--- config.mk ---
export PLATFORM = sky130hd
export DESIGN_NAME = alu_arbiter_flat
export DESIGN_NICKNAME = d
export VERILOG_FILES = /design/src/rtl/alu_arbiter_if.sv /design/src/rtl/alu_arbiter.sv /design/src/flat_wrapper.sv
export SDC_FILE = /design/constraint.sdc
export NUM_CORES = 1
export LEC_CHECK = 0
export ABC_AREA = 1
export CAP_MARGIN = 10
export CORE_ASPECT_RATIO = 0.7
export CORE_MARGIN = 2
export CORE_UTILIZATION = 35
export DETAILED_ROUTE_END_ITERATION = 16
export PLACE_DENSITY = 0.81
export SETUP_SLACK_MARGIN = 0.02
export SLEW_MARGIN = 5
export SYNTH_ARGS = -nofsm -noshare
export SYNTH_HDL_FRONTEND = slang
export SYNTH_SLANG_ARGS = --single-unit
--- constraint.sdc ---
create_clock -name clock -period 1.6 [get_ports clock]
set_input_delay 0.24 -clock clock [delete_from_list [all_inputs] [get_ports clock]]
set_output_delay 0.24 -clock clock [all_outputs]
set_load 0.05 [all_outputs]
--- src/rtl/alu_arbiter_if.sv ---
// Request, ALU and response signals shared between the ALU arbiter and its environment.
// slave = arbiter view, master = requesters/ALU/consumer view.
interface alu_arbiter_if #(
  parameter int TAG_W = 4
);
  logic             req0_valid;
  logic             req0_ready;
  logic [5:0]       req0_op;
  logic [31:0]      req0_a;
  logic [31:0]      req0_b;
  logic [TAG_W-1:0] req0_tag;
  logic             req1_valid;
  logic             req1_ready;
  logic [5:0]       req1_op;
  logic [31:0]      req1_a;
  logic [31:0]      req1_b;
  logic [TAG_W-1:0] req1_tag;
  logic [31:0]      alu_data_in_1;
  logic [31:0]      alu_data_in_2;
  logic [5:0]       alu_op;
  logic [31:0]      alu_data_out;
  logic             rsp_valid;
  logic             rsp_ready;
  logic             rsp_id;
  logic [TAG_W-1:0] rsp_tag;
  logic [31:0]      rsp_data;
  logic             rsp_err;

  modport slave (
    input  req0_valid, req0_op, req0_a, req0_b, req0_tag,
    input  req1_valid, req1_op, req1_a, req1_b, req1_tag,
    input  alu_data_out, rsp_ready,
    output req0_ready, req1_ready,
    output alu_data_in_1, alu_data_in_2, alu_op,
    output rsp_valid, rsp_id, rsp_tag, rsp_data, rsp_err
  );

  modport master (
    output req0_valid, req0_op, req0_a, req0_b, req0_tag,
    output req1_valid, req1_op, req1_a, req1_b, req1_tag,
    output alu_data_out, rsp_ready,
    input  req0_ready, req1_ready,
    input  alu_data_in_1, alu_data_in_2, alu_op,
    input  rsp_valid, rsp_id, rsp_tag, rsp_data, rsp_err
  );
endinterface

--- src/rtl/alu_arbiter.sv ---
// Shares one registered (1-cycle) ALU between two requesters and returns tagged results
// on a single backpressured response channel; op codes above MAX_OP are flagged as errors.
module alu_arbiter #(
  parameter int          TAG_W      = 4,
  parameter bit          FIXED_PRIO = 1'b0,
  parameter int unsigned MAX_OP     = 18
) (
  input  logic           clock,
  input  logic           reset,
  alu_arbiter_if.slave   bus
);

  localparam logic [5:0] LP_MAX_OP = 6'(MAX_OP);

  typedef enum logic [1:0] {S_IDLE, S_BUSY, S_HOLD} state_t;

  state_t           r_state;
  logic             r_prio1;
  logic [31:0]      r_a;
  logic [31:0]      r_b;
  logic [5:0]       r_op;
  logic             r_id;
  logic             r_err;
  logic [TAG_W-1:0] r_tag;
  logic             r_hid;
  logic             r_herr;
  logic [TAG_W-1:0] r_htag;
  logic [31:0]      r_hdata;

  logic             w_can_issue;
  logic             w_gnt0;
  logic             w_gnt1;
  logic             w_issue;
  logic             w_sel;
  logic [31:0]      w_a;
  logic [31:0]      w_b;
  logic [5:0]       w_op;
  logic [TAG_W-1:0] w_tag;
  logic             w_err;

  // Issue is gated by reset so nothing is accepted while reset is asserted.
  always_comb begin
    w_can_issue = reset && ((r_state == S_IDLE) || ((r_state == S_BUSY) && bus.rsp_ready));
    w_gnt0      = bus.req0_valid && (!bus.req1_valid || FIXED_PRIO || !r_prio1);
    w_gnt1      = bus.req1_valid && !w_gnt0;
    w_issue     = w_can_issue && (w_gnt0 || w_gnt1);
    w_sel       = w_gnt1;
    w_a         = w_sel ? bus.req1_a   : bus.req0_a;
    w_b         = w_sel ? bus.req1_b   : bus.req0_b;
    w_op        = w_sel ? bus.req1_op  : bus.req0_op;
    w_tag       = w_sel ? bus.req1_tag : bus.req0_tag;
    w_err       = (w_op > LP_MAX_OP);
  end

  always_comb begin
    bus.req0_ready    = w_can_issue && w_gnt0;
    bus.req1_ready    = w_can_issue && w_gnt1;
    bus.alu_data_in_1 = w_issue ? w_a  : r_a;
    bus.alu_data_in_2 = w_issue ? w_b  : r_b;
    bus.alu_op        = w_issue ? w_op : r_op;
  end

  always_comb begin
    bus.rsp_valid = 1'b0;
    bus.rsp_id    = 1'b0;
    bus.rsp_tag   = '0;
    bus.rsp_data  = '0;
    bus.rsp_err   = 1'b0;
    case (r_state)
      S_BUSY: begin
        bus.rsp_valid = 1'b1;
        bus.rsp_id    = r_id;
        bus.rsp_tag   = r_tag;
        bus.rsp_err   = r_err;
        bus.rsp_data  = r_err ? '0 : bus.alu_data_out;
      end
      S_HOLD: begin
        bus.rsp_valid = 1'b1;
        bus.rsp_id    = r_hid;
        bus.rsp_tag   = r_htag;
        bus.rsp_err   = r_herr;
        bus.rsp_data  = r_hdata;
      end
      default: ;
    endcase
  end

  always_ff @(posedge clock or negedge reset) begin
    if (!reset) begin
      r_state <= S_IDLE;
      r_prio1 <= 1'b0;
      r_a     <= '0;
      r_b     <= '0;
      r_op    <= '0;
      r_id    <= 1'b0;
      r_err   <= 1'b0;
      r_tag   <= '0;
      r_hid   <= 1'b0;
      r_herr  <= 1'b0;
      r_htag  <= '0;
      r_hdata <= '0;
    end else begin
      if (w_issue) begin
        r_a     <= w_a;
        r_b     <= w_b;
        r_op    <= w_op;
        r_id    <= w_sel;
        r_tag   <= w_tag;
        r_err   <= w_err;
        r_prio1 <= !w_sel;
      end
      case (r_state)
        S_IDLE: if (w_issue) r_state <= S_BUSY;
        S_BUSY: begin
          if (bus.rsp_ready) begin
            r_state <= w_issue ? S_BUSY : S_IDLE;
          end else begin
            // The ALU output is only valid for one cycle, so a stalled result is captured here.
            r_hid   <= r_id;
            r_htag  <= r_tag;
            r_herr  <= r_err;
            r_hdata <= r_err ? '0 : bus.alu_data_out;
            r_state <= S_HOLD;
          end
        end
        S_HOLD: if (bus.rsp_ready) r_state <= S_IDLE;
        default: r_state <= S_IDLE;
      endcase
    end
  end

endmodule

--- src/flat_wrapper.sv ---
// flat-port wrapper written by rule: the top's interface ports become plain ports
module alu_arbiter_flat 
#(
  parameter int          TAG_W      = 4,
  parameter bit          FIXED_PRIO = 1'b0,
  parameter int unsigned MAX_OP     = 18
)
  (clock, reset, bus_req0_valid, bus_req0_op, bus_req0_a, bus_req0_b, bus_req0_tag, bus_req1_valid, bus_req1_op, bus_req1_a, bus_req1_b, bus_req1_tag, bus_alu_data_out, bus_rsp_ready, bus_req0_ready, bus_req1_ready, bus_alu_data_in_1, bus_alu_data_in_2, bus_alu_op, bus_rsp_valid, bus_rsp_id, bus_rsp_tag, bus_rsp_data, bus_rsp_err);
  alu_arbiter_if #(.TAG_W(TAG_W)) bus_i ();
  input  logic clock;
  input  logic reset;
  input wire logic [$bits(bus_i.req0_valid)-1:0] bus_req0_valid;
  input wire logic [$bits(bus_i.req0_op)-1:0] bus_req0_op;
  input wire logic [$bits(bus_i.req0_a)-1:0] bus_req0_a;
  input wire logic [$bits(bus_i.req0_b)-1:0] bus_req0_b;
  input wire logic [$bits(bus_i.req0_tag)-1:0] bus_req0_tag;
  input wire logic [$bits(bus_i.req1_valid)-1:0] bus_req1_valid;
  input wire logic [$bits(bus_i.req1_op)-1:0] bus_req1_op;
  input wire logic [$bits(bus_i.req1_a)-1:0] bus_req1_a;
  input wire logic [$bits(bus_i.req1_b)-1:0] bus_req1_b;
  input wire logic [$bits(bus_i.req1_tag)-1:0] bus_req1_tag;
  input wire logic [$bits(bus_i.alu_data_out)-1:0] bus_alu_data_out;
  input wire logic [$bits(bus_i.rsp_ready)-1:0] bus_rsp_ready;
  output wire logic [$bits(bus_i.req0_ready)-1:0] bus_req0_ready;
  output wire logic [$bits(bus_i.req1_ready)-1:0] bus_req1_ready;
  output wire logic [$bits(bus_i.alu_data_in_1)-1:0] bus_alu_data_in_1;
  output wire logic [$bits(bus_i.alu_data_in_2)-1:0] bus_alu_data_in_2;
  output wire logic [$bits(bus_i.alu_op)-1:0] bus_alu_op;
  output wire logic [$bits(bus_i.rsp_valid)-1:0] bus_rsp_valid;
  output wire logic [$bits(bus_i.rsp_id)-1:0] bus_rsp_id;
  output wire logic [$bits(bus_i.rsp_tag)-1:0] bus_rsp_tag;
  output wire logic [$bits(bus_i.rsp_data)-1:0] bus_rsp_data;
  output wire logic [$bits(bus_i.rsp_err)-1:0] bus_rsp_err;
  assign bus_i.req0_valid = bus_req0_valid;
  assign bus_i.req0_op = bus_req0_op;
  assign bus_i.req0_a = bus_req0_a;
  assign bus_i.req0_b = bus_req0_b;
  assign bus_i.req0_tag = bus_req0_tag;
  assign bus_i.req1_valid = bus_req1_valid;
  assign bus_i.req1_op = bus_req1_op;
  assign bus_i.req1_a = bus_req1_a;
  assign bus_i.req1_b = bus_req1_b;
  assign bus_i.req1_tag = bus_req1_tag;
  assign bus_i.alu_data_out = bus_alu_data_out;
  assign bus_i.rsp_ready = bus_rsp_ready;
  assign bus_req0_ready = bus_i.req0_ready;
  assign bus_req1_ready = bus_i.req1_ready;
  assign bus_alu_data_in_1 = bus_i.alu_data_in_1;
  assign bus_alu_data_in_2 = bus_i.alu_data_in_2;
  assign bus_alu_op = bus_i.alu_op;
  assign bus_rsp_valid = bus_i.rsp_valid;
  assign bus_rsp_id = bus_i.rsp_id;
  assign bus_rsp_tag = bus_i.rsp_tag;
  assign bus_rsp_data = bus_i.rsp_data;
  assign bus_rsp_err = bus_i.rsp_err;
  alu_arbiter #(.TAG_W(TAG_W), .FIXED_PRIO(FIXED_PRIO), .MAX_OP(MAX_OP)) u_core (.clock(clock), .reset(reset), .bus(bus_i));
endmodule
**Word level (Yosys, flattened, before mapping)**

Index checks and enable logic that the tools add are counted.

- Output and inout port bits: 111
- Register bits after elaboration: 117
- Word-level logic and storage cells: 54
- Input port bits: 185

- Bitwise logic cells: 1
- Magnitude comparators: 1
- Reductions and logical operators: 18
- Multiplexer cells: 18
- Equality and inequality tests: 4

Operators with widths:

| kind | count |
|---|---|
| $mux W32 | 5 |
| $pmux W32 S2 | 1 |
| $mux W6 | 2 |
| $pmux W4 S2 | 1 |
| $logic_and A1 B1 Y1 | 7 |
| $gt A6 B5 Y1 const B | 1 |
| $mux W2 | 3 |
| $pmux W2 S3 | 1 |
| $logic_not A1 Y1 | 4 |
| $mux W4 | 1 |
| $pmux W1 S2 | 2 |
| $reduce_and A2 Y1 | 2 |
| $logic_or A1 B1 Y1 | 3 |
| $eq A2 B1 Y1 const B | 1 |
| $eq A2 B2 Y1 const B | 1 |
| $logic_not A2 Y1 | 1 |
| $mux W1 | 2 |
| $ne A2 B1 Y1 const B | 1 |
| $ne A2 B2 Y1 const B | 1 |
| $reduce_or A2 Y1 | 1 |
| $not A1 Y1 | 1 |

**Depth between registers and ports, before layout**

- Depth in word-level cells: 10
- Gate-level depth with buffers: 10
- Gate-level depth less buffers: 8

**Worst setup path after synthesis**

Ideal clock, no wire load.

- Path type: register -> output
- Start: register u_core.r_state[0]
- End: output port bus_rsp_data[12]
- Stages on the path, launching flop included: 7
- Data required time: 1.360 ns
- Path buffers: 2
- Slack: -0.880 ns
- Arrival: 2.240 ns
- Cells stage by stage: dfrtp_1 inv_1 ha_1 inv_1 clkbuf_1 buf_1 a21oi_1

- Longest elaborated chain between the ends: 2
- Elaborated cells on any way between the ends: 3
- Classes of those cells: 2 x eq/ne; 1 x mux

RTL lines:

| what | line | source |
|---|---|---|
| from (decl) | alu_arbiter.sv:17 | `state_t r_state;` |
| from (signal assigned) | alu_arbiter.sv:116 | `r_state <= w_issue ? S_BUSY : S_IDLE;` |
| $eq A2 B2 Y1 / $eq A2 B1 Y1 (equally long branches) | alu_arbiter.sv:69 | `case (r_state)` |
| $pmux W32 S2 * | alu_arbiter.sv:69 |  |
| to (decl) | flat_wrapper.sv:32 | `output wire logic [$bits(bus_i.rsp_data)-1:0] bus_rsp_data;` |

Mark *: on every way between the ends. The rest lies on a longest branch, timed or not.

**Final worst setup path**

- Start: register u_core.r_state[1]
- End: output port bus_alu_data_in_1[10]

- Longest elaborated chain between the ends: 6
- Elaborated cells on any way between the ends: 7
- Classes of those cells: 1 x eq/ne; 1 x mux; 5 x reduce/logical

RTL lines:

| what | line | source |
|---|---|---|
| $eq A2 B1 Y1 | alu_arbiter.sv:43 | `w_can_issue = reset && ((r_state == S_IDLE) \|\| ((r_state == S_BUSY) && bus.rsp_ready));` |
| $logic_and A1 B1 Y1 | alu_arbiter.sv:43 |  |
| $logic_or A1 B1 Y1 * | alu_arbiter.sv:43 |  |
| $logic_and A1 B1 Y1 * | alu_arbiter.sv:43 |  |
| $logic_and A1 B1 Y1 * | alu_arbiter.sv:46 | `w_issue = w_can_issue && (w_gnt0 \|\| w_gnt1);` |
| $mux W32 * | -- |  |
| to (decl) | flat_wrapper.sv:26 | `output wire logic [$bits(bus_i.alu_data_in_1)-1:0] bus_alu_data_in_1;` |

Marked as above.

==> flow_summary.yaml <==
run_status:
  status: "complete, but fails checks"
  violations: "negative setup slack"
global_routing:
  track_usage: 0.280
  grt_max_degree: 63
  gr-total-overflow: 0
  antenna_found_initial: 1
  grt_pass1_wl_mm: 36.9
  grt_pass1_vias: 7081
clocking:
  clockBufferDepth: 2
  cts_max_level: 4
  cts_tree: "yes"
  clkLatencyLatePin_ps: 410
  ctsHoldBuffers: 0
  clockRootBuffer: "clkbuf_16"
  clkSinkCount: 117
  cts-buffers-inserted: 17
  path_clk_slew_ps: 60
logic_synthesis:
  ys_seq_area_frac: 0.521
  synth_edf_count: 0
  synth.distinct_cells: 22
  syn_inst: 738
  synth.net_count: 926
  synthTopCellsByArea: "dfrtp_1, nand2_1, nand3_1"
  ys_warn_count: 0
  synth-seq-cells: 117
  synth.top_cell.area_share: 0.521
  synth_compound_area_frac: 0.0830
  synth_top_family_by_area: "simple AND/OR/NAND/NOR gates"
  synth_top_flop_cell: "dfrtp_1"
  yosys.area_share.simple: 0.337
  synthArstFlopShare: 1.00
  synthMuxAreaShare: 0
  synth_area_per_cell_um2: 7.62
  syn_area_um2: 5620
  yosysMostFrequentCell: "nand2_1"
  synth_area_leader_cell: "dfrtp_1"
  synth-adder-area-share: 0.00668
  ys_top_cells_by_count: "nand2_1, dfrtp_1, nand3_1"
  synth_xor_area_frac: 0
die:
  die_w_um: 155
  io_pins: 296
  rows: 38
  die_y_um: 110
  coreArea_um2: 15600
  dieArea_um2: 17100
  start_util: 0.360
timing:
  whs_ps: 139
  rsz0062_at_grt: "true"
  hold_viol: 0
  finalCriticalPeriod_ps: 2480
  tightest_slew_ps: 859
  maxSlewHeadroom: 0.427
  fmaxAchievable_ghz: 0.403
  finClkSkew_ps: 11.1
  layout_setup_ws_ps: -882
  finalCritPeriodShare: 1.55
  report.final.slew_viol_count: 0
  setup_violations: 227
critical_path:
  crit_fanout: 9
  crit_top_cell: "buf_12"
  cp.arrival_ps: 2240
  crit_chain: "inv_2 -> ha_4 -> inv_2 -> nand2_4 -> o211ai_4 -> nor2_4 -> buf_12 -> buf_12 -> nand2_1 -> nand3_4 -> buf_12"
  cp_slowest_cell: "dfrtp_1"
  path_class: "reg -> out"
  worst_setup_path_start_kind: "register"
  critical_path.endpoint_type: "output pin"
  critPathMaxStageDelay_ps: 400
  cp.required_ps: 1360
final_layout:
  fill_cells: 555
  nNetsFinal: 1296
  drive_gt1_frac: 0.502
  antenna_cells: 0
  syn_to_final_growth_pct: 151
drt:
  vias: 7310
  ant_nets: 0
  routed_wl_mm: 30.9
  drc: 0
  wl_per_cell_um: 23.4
  first_pass_iters: 5
  vias_per_cell: 5.54
  drt_iter0_drc: 622
run:
  max_cap_violations: 0
placement:
  gp_congestion: 0.818
  hpwlAfterDp_mm: 16.5
  io_buffers: 295
pwr:
  irDropWorstVdd_v: 0.00148
  p_leak_uw: 0.00640
  finalPower_uw: 29000
  power.density_nw_per_um2: 2060
hold_path:
  hp-class: "in -> async"
==> metal layers <==
metal  GRT usage  wire length [um]
met4       0.107              1390
met1       0.338             11200
met2       0.490             16100
met3      0.0668              2240
met5           0                 0
==> worst max-delay path, delay by kind of cell, from the launching register on <==
kind | cells | cell delay, ps
fa+ha+maj | 1 | 170
flops | 1 | 400
simple gates | 4 | 460
compound gates | 1 | 130
buf+inv | 5 | 660
==> path summary, 6_finish.rpt <==
| path | depth (start not counted) | start | slack (ps) | to |
|---|---|---|---|---|
| worst max-delay path | 11 | u_core.r_state[1] | -880 | bus_alu_data_in_1[10] |
| min in group clock | 3 | bus_req0_tag[2] | 400 | u_core.r_tag[2] |
| worst min-delay path | 3 | reset | 140 | u_core.r_herr |
| worst max register to register | 10 | u_core.r_state[1] | -510 | u_core.r_state[1] |
| worst min register to register | 2 | u_core.r_htag[1] | 510 | u_core.r_htag[1] |
| max in group asynchronous | 3 | reset | 850 | u_core.r_a[6] |
==> area by class of cell <==
cell class                 count  area [um^2]  area share
sequential                   117         2930       0.208
clock inverter                10          178      0.0126
timing repair buffer         400         5520       0.392
multi-input combinational    558         4690       0.333
inverter                      14         60.1     0.00426
clock buffer                  21          460      0.0327
tap                          200          250      0.0178
==> registers in the layout (all words and copies together), names as in the netlist, 2 cells and up <==
| name | count |
|---|---|
| u_core.r_htag | 4 |
| u_core.r_a | 32 |
| u_core.r_op | 6 |
| u_core.r_tag | 4 |
| u_core.r_hdata | 32 |
| u_core.r_state | 2 |
| u_core.r_b | 32 |
==> where the power goes <==
group | total [uW] | switching [uW] | internal (uW)
clock network | 4240 | 1410 | 2830
registers | 5360 | 1070 | 4290
logic | 19400 | 10600 | 8780
total | 29000 | 13100 | 15900
==> cell usage in the layout (no fill, tap or decap), drive strengths merged, types with 4 or more instances in the layout <==
cell / n
nand2: 365
buf: 206
clkdlybuf4s50: 183
dfrtp: 117
nand3: 100
a21oi: 40
o21ai: 39
clkbuf: 32
inv: 14
bufinv: 5
nor2: 5
clkinv: 4
==> metrics by stage <==
step           setup TNS [ps]  instances   util  worst slack, ps  cell area [um^2]
2_1_floorplan          -13160        738      -             -183              7370
3_3_place_gp           -60020       1246  0.756             -502             11800
3_5_place_dp           -67800       1246  0.756             -541             11800
4_1_cts                -83030       1296  0.835             -802             13000
5_1_grt               -112110       1320  0.903             -960             14100
6_report              -102860       1320  0.903             -882             14100
==> kinds of logic (layout without fill, tap and decap cells) <==
family	Yosys count	count (layout)
fa+ha+maj	3	3
compound gates	85	85
flops	117	117
simple gates	470	470
buf+inv	63	445
==> what timing repair did <==
action	in CTS	in global routing
gates cloned	8	13
setup buffers	11	16
gates resized for setup	82	193
setup endpoints to repair	226	228
pin swaps	11	56
endpoints found under the hold margin	0	0
(Power assumes the default switching activity.)
